<file path="config.mk">
export PLATFORM = sky130hd
export DESIGN_NAME = boid_frame_reader_flat
export DESIGN_NICKNAME = d
export VERILOG_FILES = /design/src/rtl/boid_frame_reader_if.sv /design/src/rtl/boid_frame_reader.sv /design/src/flat_wrapper.sv
export SDC_FILE = /design/constraint.sdc
export NUM_CORES = 1
export LEC_CHECK = 0
export BUFFER_PORTS_ARGS = -buffer_cell sky130_fd_sc_hd__buf_2
export CAP_MARGIN = 40
export CORE_MARGIN = 1
export CORE_UTILIZATION = 59
export DETAILED_ROUTE_END_ITERATION = 6
export MAX_ROUTING_LAYER = met4
export PLACE_DENSITY = 0.81
export SLEW_MARGIN = 20
export SYNTH_ARGS = -nofsm -noshare
export SYNTH_HDL_FRONTEND = slang
export SYNTH_SLANG_ARGS = --single-unit
</file>
<file path="constraint.sdc">
create_clock -name clock -period 5.6 [get_ports clock]
set_input_delay 0.28 -clock clock [delete_from_list [all_inputs] [get_ports clock]]
set_output_delay 0.28 -clock clock [all_outputs]
set_load 0.1 [all_outputs]
</file>
<file path="src/rtl/boid_frame_reader_if.sv">
// Display-side bus of the boid frame reader: the 1-bit display RAM read port plus the VGA outputs.
interface boid_frame_reader_if #(
    parameter int ADDR_WIDTH = 19
);
    logic [ADDR_WIDTH-1:0] boid_read_address;
    logic                  boid_read_data;
    logic                  hSync;
    logic                  vSync;
    logic [3:0]            VGA_R;
    logic [3:0]            VGA_G;
    logic [3:0]            VGA_B;
    logic                  screenEnd_out;

    modport master (
        output boid_read_address,
        input  boid_read_data,
        output hSync,
        output vSync,
        output VGA_R,
        output VGA_G,
        output VGA_B,
        output screenEnd_out
    );

    modport slave (
        input  boid_read_address,
        output boid_read_data,
        input  hSync,
        input  vSync,
        input  VGA_R,
        input  VGA_G,
        input  VGA_B,
        input  screenEnd_out
    );
endinterface

</file>
<file path="src/rtl/boid_frame_reader.sv">
// Raster scan of the boid display memory: generates VGA timing at half the system clock,
// reads one bit per pixel and overlays the scary boid as a red square.
module boid_frame_reader #(
    parameter int         H_ACTIVE   = 640,
    parameter int         H_FP       = 16,
    parameter int         H_SYNC     = 96,
    parameter int         H_BP       = 48,
    parameter int         V_ACTIVE   = 480,
    parameter int         V_FP       = 10,
    parameter int         V_SYNC     = 2,
    parameter int         V_BP       = 33,
    parameter int         ADDR_WIDTH = 19,
    parameter int         SCARY_HALF = 2,
    parameter logic [11:0] BG_COLOUR = 12'h002
) (
    input  logic                       clock,
    input  logic                       resetn,
    boid_frame_reader_if.master        bus,
    input  logic [9:0]                 scary_boid_x,
    input  logic [8:0]                 scary_boid_y
);

    localparam logic [9:0] H_LAST   = 10'(H_ACTIVE + H_FP + H_SYNC + H_BP - 1);
    localparam logic [9:0] V_LAST   = 10'(V_ACTIVE + V_FP + V_SYNC + V_BP - 1);
    localparam logic [9:0] H_ACT    = 10'(H_ACTIVE);
    localparam logic [9:0] V_ACT    = 10'(V_ACTIVE);
    localparam logic [9:0] HS_FIRST = 10'(H_ACTIVE + H_FP);
    localparam logic [9:0] HS_LAST  = 10'(H_ACTIVE + H_FP + H_SYNC - 1);
    localparam logic [9:0] VS_FIRST = 10'(V_ACTIVE + V_FP);
    localparam logic [9:0] VS_LAST  = 10'(V_ACTIVE + V_FP + V_SYNC - 1);
    localparam logic [31:0] LINE_WORDS = 32'(H_ACTIVE);
    localparam logic signed [10:0] HALF = 11'(SCARY_HALF);

    logic                  phase_q, phase_d;
    logic [9:0]            h_q, h_d;
    logic [9:0]            v_q, v_d;
    logic [ADDR_WIDTH-1:0] addr_q, addr_d;
    logic                  hsync_q, hsync_d;
    logic                  vsync_q, vsync_d;
    logic [11:0]           rgb_q, rgb_d;
    logic                  screen_end_q, screen_end_d;

    logic                  pix_en;
    logic                  cur_active;
    logic                  scary_hit;
    logic signed [10:0]    dx;
    logic signed [10:0]    dy;

    assign pix_en = phase_q;

    // The address is formed from the next counter position so that the RAM bit for a
    // pixel arrives just in time for the output stage while the counters still hold it.
    always_comb begin
        phase_d      = ~phase_q;
        h_d          = h_q;
        v_d          = v_q;
        addr_d       = addr_q;
        screen_end_d = 1'b0;
        if (pix_en) begin
            if (h_q == H_LAST) begin
                h_d = 10'd0;
                v_d = (v_q == V_LAST) ? 10'd0 : v_q + 10'd1;
            end else begin
                h_d = h_q + 10'd1;
            end
            if ((h_d < H_ACT) && (v_d < V_ACT)) begin
                addr_d = ADDR_WIDTH'({22'd0, v_d} * LINE_WORDS + {22'd0, h_d});
            end else begin
                addr_d = '0;
            end
            screen_end_d = (h_d == 10'd0) && (v_d == V_ACT);
        end
    end

    always_comb begin
        cur_active = (h_q < H_ACT) && (v_q < V_ACT);
        dx         = $signed({1'b0, h_q}) - $signed({1'b0, scary_boid_x});
        dy         = $signed({1'b0, v_q}) - $signed({2'b00, scary_boid_y});
        scary_hit  = (dx >= -HALF) && (dx <= HALF) && (dy >= -HALF) && (dy <= HALF);
        hsync_d    = hsync_q;
        vsync_d    = vsync_q;
        rgb_d      = rgb_q;
        if (pix_en) begin
            hsync_d = !((h_q >= HS_FIRST) && (h_q <= HS_LAST));
            vsync_d = !((v_q >= VS_FIRST) && (v_q <= VS_LAST));
            if (!cur_active) begin
                rgb_d = 12'h000;
            end else if (scary_hit) begin
                rgb_d = 12'hF00;
            end else if (bus.boid_read_data) begin
                rgb_d = 12'hFFF;
            end else begin
                rgb_d = BG_COLOUR;
            end
        end
    end

    always_ff @(posedge clock or negedge resetn) begin
        if (!resetn) begin
            phase_q      <= 1'b0;
            h_q          <= 10'd0;
            v_q          <= 10'd0;
            addr_q       <= '0;
            hsync_q      <= 1'b1;
            vsync_q      <= 1'b1;
            rgb_q        <= 12'h000;
            screen_end_q <= 1'b0;
        end else begin
            phase_q      <= phase_d;
            h_q          <= h_d;
            v_q          <= v_d;
            addr_q       <= addr_d;
            hsync_q      <= hsync_d;
            vsync_q      <= vsync_d;
            rgb_q        <= rgb_d;
            screen_end_q <= screen_end_d;
        end
    end

    assign bus.boid_read_address = addr_q;
    assign bus.hSync             = hsync_q;
    assign bus.vSync             = vsync_q;
    assign bus.VGA_R             = rgb_q[11:8];
    assign bus.VGA_G             = rgb_q[7:4];
    assign bus.VGA_B             = rgb_q[3:0];
    assign bus.screenEnd_out     = screen_end_q;

endmodule

</file>
<file path="src/flat_wrapper.sv">
// flat-port wrapper written by rule: the top's interface ports become plain ports
module boid_frame_reader_flat 
#(
    parameter int         H_ACTIVE   = 640,
    parameter int         H_FP       = 16,
    parameter int         H_SYNC     = 96,
    parameter int         H_BP       = 48,
    parameter int         V_ACTIVE   = 480,
    parameter int         V_FP       = 10,
    parameter int         V_SYNC     = 2,
    parameter int         V_BP       = 33,
    parameter int         ADDR_WIDTH = 19,
    parameter int         SCARY_HALF = 2,
    parameter logic [11:0] BG_COLOUR = 12'h002
)
  (clock, resetn, scary_boid_x, scary_boid_y, bus_boid_read_address, bus_boid_read_data, bus_hSync, bus_vSync, bus_VGA_R, bus_VGA_G, bus_VGA_B, bus_screenEnd_out);
  boid_frame_reader_if #(.ADDR_WIDTH(ADDR_WIDTH)) bus_i ();
  input  logic clock;
  input  logic resetn;
  input  logic [9:0] scary_boid_x;
  input  logic [8:0] scary_boid_y;
  output wire logic [$bits(bus_i.boid_read_address)-1:0] bus_boid_read_address;
  input wire logic [$bits(bus_i.boid_read_data)-1:0] bus_boid_read_data;
  output wire logic [$bits(bus_i.hSync)-1:0] bus_hSync;
  output wire logic [$bits(bus_i.vSync)-1:0] bus_vSync;
  output wire logic [$bits(bus_i.VGA_R)-1:0] bus_VGA_R;
  output wire logic [$bits(bus_i.VGA_G)-1:0] bus_VGA_G;
  output wire logic [$bits(bus_i.VGA_B)-1:0] bus_VGA_B;
  output wire logic [$bits(bus_i.screenEnd_out)-1:0] bus_screenEnd_out;
  assign bus_boid_read_address = bus_i.boid_read_address;
  assign bus_i.boid_read_data = bus_boid_read_data;
  assign bus_hSync = bus_i.hSync;
  assign bus_vSync = bus_i.vSync;
  assign bus_VGA_R = bus_i.VGA_R;
  assign bus_VGA_G = bus_i.VGA_G;
  assign bus_VGA_B = bus_i.VGA_B;
  assign bus_screenEnd_out = bus_i.screenEnd_out;
  boid_frame_reader #(.H_ACTIVE(H_ACTIVE), .H_FP(H_FP), .H_SYNC(H_SYNC), .H_BP(H_BP), .V_ACTIVE(V_ACTIVE), .V_FP(V_FP), .V_SYNC(V_SYNC), .V_BP(V_BP), .ADDR_WIDTH(ADDR_WIDTH), .SCARY_HALF(SCARY_HALF), .BG_COLOUR(BG_COLOUR)) u_core (.clock(clock), .resetn(resetn), .bus(bus_i), .scary_boid_x(scary_boid_x), .scary_boid_y(scary_boid_y));
endmodule
</file>
==> results of run 1 <==
## state kept, by name (all words and copies together), names as in the netlist
register,cells
u_core.bus.boid_read_address,19
u_core.bus.hSync,1
u_core.bus.screenEnd_out,1
u_core.bus.vSync,1
u_core.h_q,10
u_core.phase_q,1
u_core.rgb_q,3
u_core.v_q,10
## stage by stage
stage / total power (µW) / setup slack, ps / instances / utilization (%)
floorplan: 417 / 1340 / 499 / -
global placement: 437 / 1070 / 621 / 65.5
detailed placement: 441 / 959 / 622 / 65.8
CTS: 700 / 941 / 631 / 67.6
global route: 719 / 436 / 631 / 67.6
finish: 695 / 927 / 631 / 67.6
## routing by layer
layer / global-route usage [%] / vias up
met2: 45.8 / 103
li1: - / 1865
met1: 35.2 / 1789
met5: - / -
met4: 7.27 / 0
met3: 3.41 / 18
## synth_stat cells, types with 3 or more instances
library cell / n
buf_4: 10
o211ai_1: 5
o2bb2ai_1: 16
a21oi_1: 21
nand3_1: 29
or2_2: 3
and4_1: 5
o22ai_1: 3
o21bai_1: 3
o21a_1: 4
a21o_1: 5
inv_1: 41
or3_1: 4
nand2b_1: 3
fa_1: 4
ha_1: 45
a31oi_1: 3
dfrtp_1: 44
nand2_1: 43
nand4_1: 9
o21ai_0: 14
nor4_1: 5
nor3_1: 5
clkbuf_1: 17
nor2_1: 35
and3_1: 3
or4_1: 4
nor4_2: 3
xnor2_1: 31
o2111ai_1: 5
a211oi_1: 5
o31ai_1: 9
xor2_1: 13
o311ai_0: 4
nor2b_1: 6
and2_1: 3
## logic make-up after synthesis
family,Yosys count,share of synthesized area (%)
flip-flops,46,27.1
buffers and inverters,72,7.60
AO/OA/AOI/OAI,113,18.9
multiplexers,4,0.998
XOR/XNOR,44,9.04
adder cells (fa/ha/maj),49,15.1
AND/OR/NAND/NOR,171,21.3
## tightest hold or removal path: cells and delay by family
| family | cells | cell delay, ps |
|---|---|---|
| and+or+nand+nor | 1 | 50 |
| AOI/OAI and AO/OA | 1 | 80 |
| buffers and inverters | 1 | 110 |
## power by group through the flow
stage | combinational (µW) | sequential, µW | clock (µW)
after floorplan | 71.2 | 345 | 0
after global placement | 97.2 | 340 | 0
after detailed placement | 101 | 340 | 0
after CTS | 102 | 334 | 265
after global routing | 111 | 334 | 274
final | 102 | 334 | 259
## cell type report
cell class | instances | area, µm²
tap | 96 | 120
clock inverter | 3 | 43.8
sequential | 46 | 1150
multi-input combinational | 381 | 2780
fill | 577 | 2220
inverter | 41 | 154
clock buffer | 5 | 68.8
timing repair buffer | 59 | 320
## worst max path at each step
stage | to | slack, ps | startpoint | cells after the start
3_5_place_dp | u_core.bus.boid_read_address[18] | 960 | u_core.h_q[4] | 14
6_report | u_core.bus.boid_read_address[18] | 930 | u_core.h_q[4] | 14
2_1_floorplan | u_core.bus.boid_read_address[18] | 1340 | u_core.h_q[6] | 15
4_1_cts | u_core.bus.boid_read_address[18] | 940 | u_core.h_q[4] | 14
3_3_place_gp | u_core.bus.boid_read_address[18] | 1070 | u_core.h_q[4] | 14
5_1_grt | u_core.bus.boid_read_address[18] | 440 | u_core.h_q[1] | 15
==> results.tsv, run 1 <==
metric	value	unit
vias in the first global route	3500	
Wirelength per Cell	15.2	µm
top cells by area, synth	dfrtp_1, ha_1, xnor2_1	
Hold Crit Start	bus_boid_read_data	
Ports	56	
Core Rows	30	
RSZ-0062 raised after global routing	false	
Met1 Wirelength	4410	µm
Syn Area/Cell	8.54	µm²
Syn-to-layout area delta	8.98	%
total number of vias	3775	
Ant. Diodes	0	
Die X	87.0	µm
DR iter-0 viols	247	
total setup buffers inserted after CTS	0	
switching power	196	µW
Syn Nets	570	
most common cell after layout, fill and taps aside	buf_2	
Final Hold Fails	0	
uppermost routed layer	met4	
Switching Share	28.2	%
Main synth FF type	dfrtp_1	
IO Port Bufs	55	
metal3 WL	466	µm
power share of the clock group	37.3	%
Final setup violation count	0	
hold slack	251	ps
share of cells above drive strength 1	15.5	%
antenna viol nets, final	0	
leakage power	0.00225	µW
layout net count	605	
area of the core	6870	µm²
IR drop worst, VDD	0.0810	mV
CTS root buf	clkbuf_8	
WHS Path Cells	3	
Skew-Pair Late Insertion Delay	310	ps
clock-pin slew of the registers on the worst-case setup and hold paths	100	ps
pwr dens	150	nW/µm²
Post-synth EDFFs	0	
Synth area leader	dfrtp_1	
Finished Cell Area	4640	µm²
Synth Register Bits	46	
initial antenna violation count	0	
period utilization	83.4	%
commonest non-fill, non-tap cells in the layout	buf_2, ha_1, dfrtp_1	
worst reg2reg startpoint	u_core.h_q[4]	
clk_skew	11.2	ps
Cells after Synth	499	
Die H	87.0	µm
crit-path cells	or4b_4 -> nor3_4 -> or2b_1 -> o31ai_1 -> ha_1 -> ha_1 -> fa_1 -> a211oi_1 -> nor2_1 -> xor2_1 -> nand3_1 -> nor4_1 -> xor2_1 -> o31ai_1	
slew margin rel.	54.0	%
outcome	completed	
top cell type's share of synthesized area	25.8	%
TNS Setup	0	ps
ys async rst share	100	%
CTS tree	done	
first-pass GRT wire length	16000	µm
die area	7570	µm²
Hold Path End	u_core.rgb_q[7]	
CP top delay family	simple AND/OR/NAND/NOR gates	
hold-fix buffers at CTS	1	
GP Congestion	0.911	
placed cell area	4520	µm²
grt total ovfl	0	
total track usage	27.4	%
Worst R2R Path Depth	14	
Tmin final	4670	ps
synth unique cells	66	
dpl hpwl	7110	µm
crit-path max cell delay	560	ps
Setup CP Type	reg -> reg	
Slew @ Worst Pin	682	ps
post-cts sizing count	0	
DR DRC count	0	
Max Clk Rate	0.214	GHz
synth warn	0	
Initial Utilization	62.0	%
Cell Int Power	499	µW
drt pass-1 iters	5	
Max Cap Viol	0	
clock buffers created by TritonCTS	5	
r2r setup slk	930	ps
CP endpoint kind	flip-flop	
crit path DAT	4890	ps
Worst setup SP type	flip-flop	
Detailed Route WL	9570	µm
Reg power frac	48.0	%
met2 WL	4540	µm
maximum number of pins on one net before global-route repair	34	
vias per cell	5.98	
CP Buf/Inv Count	0	
Worst Hold Class	in -> reg	
H-tree Lvls	2	
RR Endpoint	u_core.bus.boid_read_address[18]	
slowest CP cell	dfrtp_1	
Sink Count	46	
logic gate share of total power	14.7	%
Post-Synthesis Cell Area	4260	µm²
crit-path max FO	12	
Worst EP required	5810	ps
Max clock buf depth	2	
Final Max Tran Viols	0	
register area share after synthesis	27.1	%
No activity file was read; power rests on OpenSTA's default activity.
==> inputs of run 2 (changes only) <==
Clock period 5.6 ns to 4.7 ns, I/O delays scaled along.
==> results.tsv, run 2 (same netlist as run 1, synthesis figures left out) <==
metric	value	unit	change
Sink Count	46		unchanged
DR iter-0 viols	352		+43%
Setup CP Type	reg -> reg		
Worst EP required	4930	ps	-880 ps
outcome	completed		
Core Rows	30		unchanged
initial antenna violation count	0		unchanged
Placed Cells	629		+1.1%
leakage power	0.00230	µW	+2.2%
Hold Crit Start	bus_boid_read_data		
Max Cap Viol	0		unchanged
slowest CP cell	or3_4		
layout net count	612		+1.2%
first-pass GRT wire length	16700	µm	+4.8%
Finished Cell Area	4740	µm²	+2.1%
placed cell area	4580	µm²	+1.3%
antenna viol nets, final	0		unchanged
Final Max Tran Viols	0		unchanged
maximum number of pins on one net before global-route repair	45		+32%
Final setup violation count	0		unchanged
Ant. Diodes	0		unchanged
Ports	56		unchanged
Wirelength per Cell	15.6	µm	+2.9%
fillcell total	560		-2.9%
Non-Filler Instances	638		+1.1%
vias per cell	6.05		+1.1%
IO Port Bufs	55		unchanged
share of cells above drive strength 1	17.5	%	+2.0 points
vias in the first global route	3665		+4.7%
crit-path max cell delay	510	ps	-50 ps
met1 Usage GRT	38.1	%	+2.9 points
CTS tree	done		
Slew @ Worst Pin	786	ps	+105 ps
total track usage	29.0	%	+1.6 points
Syn-to-layout area delta	11.3	%	
M3 GR Usage	3.32	%	-0.095 points
Worst setup SP type	flip-flop		
area of the core	6870	µm²	unchanged
worst reg2reg startpoint	u_core.h_q[1]		
global route hottest layer	met2		
Max Clk Rate	0.231	GHz	+8.2%
dpl hpwl	7360	µm	+3.5%
Final Hold Fails	0		unchanged
Worst Hold Class	in -> reg		
cell mode on critical path	ha_1		
slew margin rel.	46.9	%	-7.1 points
CTS root buf	clkbuf_8		
Max clock buf depth	2		unchanged
most common cell after layout, fill and taps aside	buf_2		
clk_skew	4.13	ps	-7.10 ps
Die X	87.0	µm	unchanged
clock buffers created by TritonCTS	5		unchanged
period utilization	91.9	%	+8.5 points
commonest non-fill, non-tap cells in the layout	buf_2, ha_1, dfrtp_1		
Initial Utilization	62.0	%	unchanged
Setup crit start	u_core.h_q[1]		
DR DRC count	0		unchanged
Die H	87.0	µm	unchanged
crit path DAT	4550	ps	-340 ps
crit-path max FO	7		-5
GP Congestion	0.875		-4.0%
total number of vias	3858		+2.2%
grt total ovfl	0		unchanged
IR drop worst, VDD	0.135	mV	+66%
CP endpoint kind	flip-flop		
Skew-Pair Late Insertion Delay	310	ps	about the same
grt met2 use	47.2	%	+1.4 points
drt pass-1 iters	5		unchanged
Tmin final	4320	ps	-353 ps
max reg flops	19		unchanged
Detailed Route WL	9950	µm	+4.0%
clock-pin slew of the registers on the worst-case setup and hold paths	100	ps	about the same
pwr dens	176	nW/µm²	+18%
crit-path cells	ha_1 -> nand3_1 -> or3_4 -> o21ai_1 -> o31ai_4 -> ha_1 -> ha_1 -> fa_1 -> a211oi_1 -> nor2_1 -> xor2_1 -> nand3_1 -> nor4_2 -> xor2_1 -> o31ai_1		
H-tree Lvls	2		unchanged
die area	7570	µm²	unchanged
run 2: power by group:
part	internal [µW]	switching (µW)
Sequential	396	1.10
Clock	162	155
Combinational	39.0	81.9
run 2: worst paths after layout:
path | end | slack (ps) | cells after the start
worst min-delay path | u_core.rgb_q[7] | 210 | 3
worst min register to register | u_core.bus.boid_read_address[13] | 490 | 1
worst max-delay path | u_core.bus.boid_read_address[18] | 380 | 15
worst max register to register | u_core.bus.boid_read_address[18] | 380 | 15
max in group asynchronous | u_core.bus.boid_read_address[1] | 3630 | 3
min in group asynchronous | u_core.rgb_q[10] | 520 | 2
run 2: timing repair:
item | in CTS | in global routing
gates resized for setup | 0 | 6
setup buffers | 0 | 0
hold endpoints to repair | 18 | 0
hold buffers | 1 | 0
endpoints found under the setup margin | 0 | 3
run 2: through the flow:
| stage | setup TNS, ps | hold slack [ps] | total power [µW] | utilization [%] | setup slack (ps) |
|---|---|---|---|---|---|
| 3_3_place_gp | 0 | 465 | 521 | 66.3 | 338 |
| 6_report | 0 | 206 | 836 | 69.0 | 380 |
| 4_1_cts | 0 | 209 | 843 | 68.5 | 166 |
| 3_5_place_dp | 0 | 339 | 525 | 66.7 | 207 |
| 5_1_grt | -40.3 | 239 | 867 | 69.0 | -40.3 |
| 2_1_floorplan | 0 | -60.6 | 496 | - | 441 |
run 2: layout make-up:
type	count	area (µm²)	area share, %
clock buffer	5	68.8	1.45
clock inverter	3	47.5	1.00
inverter	41	154	3.25
multi-input combinational	381	2820	59.4
sequential	46	1150	24.3
tap	96	120	2.53
timing repair buffer	66	380	8.02
run 2: worst max-delay path: cells and delay by family, from the launching register on:
| kind | cells | cell delay [ps] |
|---|---|---|
| AO/OA/AOI/OAI | 4 | 880 |
| AND/OR/NAND/NOR | 5 | 1340 |
| flip-flops | 1 | 450 |
| adder cells (fa/ha/maj) | 4 | 1230 |
| XOR/XNOR | 2 | 360 |
run 2: routing by layer:
| layer | wire, µm | vias up | share of wire, % |
|---|---|---|---|
| met5 | 0 | - | 0 |
| met4 | 148 | 0 | 1.5 |
| met3 | 487 | 20 | 4.9 |
| met2 | 4650 | 139 | 47 |
| met1 | 4660 | 1818 | 47 |
| li1 | - | 1881 | - |
==> inputs of run 3 (changes only) <==
Settings changed: CORE_MARGIN 1 to default, GPL_TIMING_DRIVEN from default to 0.
==> results.tsv, run 3 (same netlist as run 1, synthesis figures left out) <==
metric	value	unit	change
Worst EP required	4910	ps	-20 ps
Placed Cells	651		+3.5%
Die X	87.0	µm	unchanged
hold slack	207	ps	+1.31 ps
dpl hpwl	7940	µm	+7.9%
antenna viol nets, final	0		unchanged
Ant. Diodes	0		unchanged
CP endpoint kind	flip-flop		
die area	7570	µm²	unchanged
outcome	completed		
H-tree Lvls	2		unchanged
clk_skew	10.7	ps	+6.54 ps
Tmin final	4530	ps	+209 ps
slew margin rel.	49.2	%	+2.3 points
Max Clk Rate	0.221	GHz	-4.6%
Syn-to-layout area delta	14.0	%	
period utilization	96.4	%	+4.4 points
total power	830	µW	-0.63%
Skew-Pair Late Insertion Delay	310	ps	about the same
drt pass-1 iters	5		unchanged
TNS Setup	0	ps	unchanged
Reg power frac	47.9	%	+0.3 points
Core Rows	30		unchanged
pwr dens	171	nW/µm²	-3.0%
switching power	232	µW	-2.5%
Worst Hold Class	in -> reg		
total number of vias	3946		+2.3%
Hold Crit Start	bus_boid_read_data		
CTS tree	done		
Non-Filler Instances	663		+3.9%
Setup CP Type	reg -> reg		
area of the core	6870	µm²	unchanged
crit path DAT	4740	ps	+190 ps
logic gate share of total power	15.1	%	+0.6 points
worst reg2reg startpoint	u_core.h_q[5]		
r2r setup slk	170	ps	-210 ps
leakage power	0.00234	µW	+1.9%
max reg flops	19		unchanged
Die H	87.0	µm	unchanged
clock buffers created by TritonCTS	5		unchanged
clock-pin slew of the registers on the worst-case setup and hold paths	100	ps	about the same
CTS root buf	clkbuf_8		
Sink Count	46		unchanged
DR DRC count	0		unchanged
initial antenna violation count	0		unchanged
crit-path max FO	8		+1
first-pass GRT wire length	16700	µm	-0.25%
GP Congestion	0.863		-1.3%
vias per cell	5.95		-1.6%
Max clock buf depth	2		unchanged
Worst setup SP type	flip-flop		
share of cells above drive strength 1	18.0	%	+0.46 points
Final setup violation count	0		unchanged
Final Max Tran Viols	0		unchanged
maximum number of pins on one net before global-route repair	30		-33%
fin util	70.7	%	+1.7 points
Detailed Route WL	10200	µm	+2.3%
RR Endpoint	u_core.bus.boid_read_address[18]		
DR iter-0 viols	320		-9.1%
Ports	56		unchanged
Wirelength per Cell	15.4	µm	-1.5%
total track usage	28.8	%	-0.19 points
crit path capture	u_core.bus.boid_read_address[18]		
commonest non-fill, non-tap cells in the layout	buf_2, ha_1, dfrtp_1		
Cell Int Power	599	µW	+0.13%
IO Port Bufs	55		unchanged
Initial Utilization	62.0	%	unchanged
Setup crit start	u_core.h_q[5]		
Max Cap Viol	0		unchanged
most common cell after layout, fill and taps aside	buf_2		
vias in the first global route	3639		-0.71%
Switching Share	27.9	%	-0.55 points
layout net count	637		+4.1%
Worst R2R Path Depth	15		unchanged
Slew @ Worst Pin	752	ps	-33.8 ps
grt total ovfl	0		unchanged
Final Hold Fails	0		unchanged
IR drop worst, VDD	0.127	mV	-5.4%
power share of the clock group	37.0	%	-1.0 points
[run 3: timing repair]
item / in CTS / in global routing
endpoints found under the setup margin: 2 / 3
cloned: 0 / 0
buffers inserted: 0 / 3
gates resized for setup: 2 / 4
hold endpoints to repair: 17 / 0
hold buffers: 1 / 0
pin swaps: 0 / 3
[run 3: power groups by stage]
stage | clock network [µW] | registers [µW] | logic [µW]
after detailed placement | 0 | 406 | 125
after global routing | 324 | 398 | 138
after CTS | 311 | 398 | 126
final | 307 | 398 | 126
after global placement | 0 | 405 | 119
after floorplan | 0 | 411 | 84.9
[run 3: layout make-up]
class	instances	area, µm²
Fill cell	575	2010
Buffer	31	170
Sequential cell	46	1150
Multi-Input combinational cell	381	2820
Clock inverter	3	43.8
Clock buffer	5	68.8
Tap cell	96	120
Timing Repair Buffer	60	328
Inverter	41	154
[run 3: worst max-delay path, stage by stage (launching register included)]
cell	delay (ps)
dfrtp_1	440
buf_6	160
or4b_4	590
nor3_4	270
or2b_1	350
o22ai_2	310
ha_1	290
ha_1	230
fa_1	410
a211oi_1	260
o21ai_0	130
a21oi_1	250
xnor2_1	170
nor4_2	270
xor2_1	100
o31ai_1	200
[run 3: worst min-delay path by stage]
stage | end | slack, ps | depth (start not counted)
2_1_floorplan | u_core.bus.boid_read_address[0] | -60 | 0
3_3_place_gp | u_core.bus.boid_read_address[17] | 460 | 2
3_5_place_dp | u_core.v_q[5] | 200 | 1
4_1_cts | u_core.rgb_q[7] | 210 | 3
5_1_grt | u_core.rgb_q[7] | 210 | 3
6_report | u_core.rgb_q[7] | 210 | 3
[run 3: layer usage]
metal  share of wire (%)  wire length (µm)  GRT usage (%)  vias to the layer above
met5                   0                 0              -                        -
met4                 1.7               174           9.55                        0
met3                 4.8               492           3.41                       17
met2                  49              4940           49.0                      115
met1                  45              4570           35.6                     1885
li1                    -                 -              -                     1929
[run 3: stage by stage]
stage          area, µm²  worst slack [ps]
2_1_floorplan       4260               441
3_3_place_gp        4660              -106
3_5_place_dp        4680              -133
4_1_cts             4810              1.65
5_1_grt             4860             -52.2
6_report            4860               171
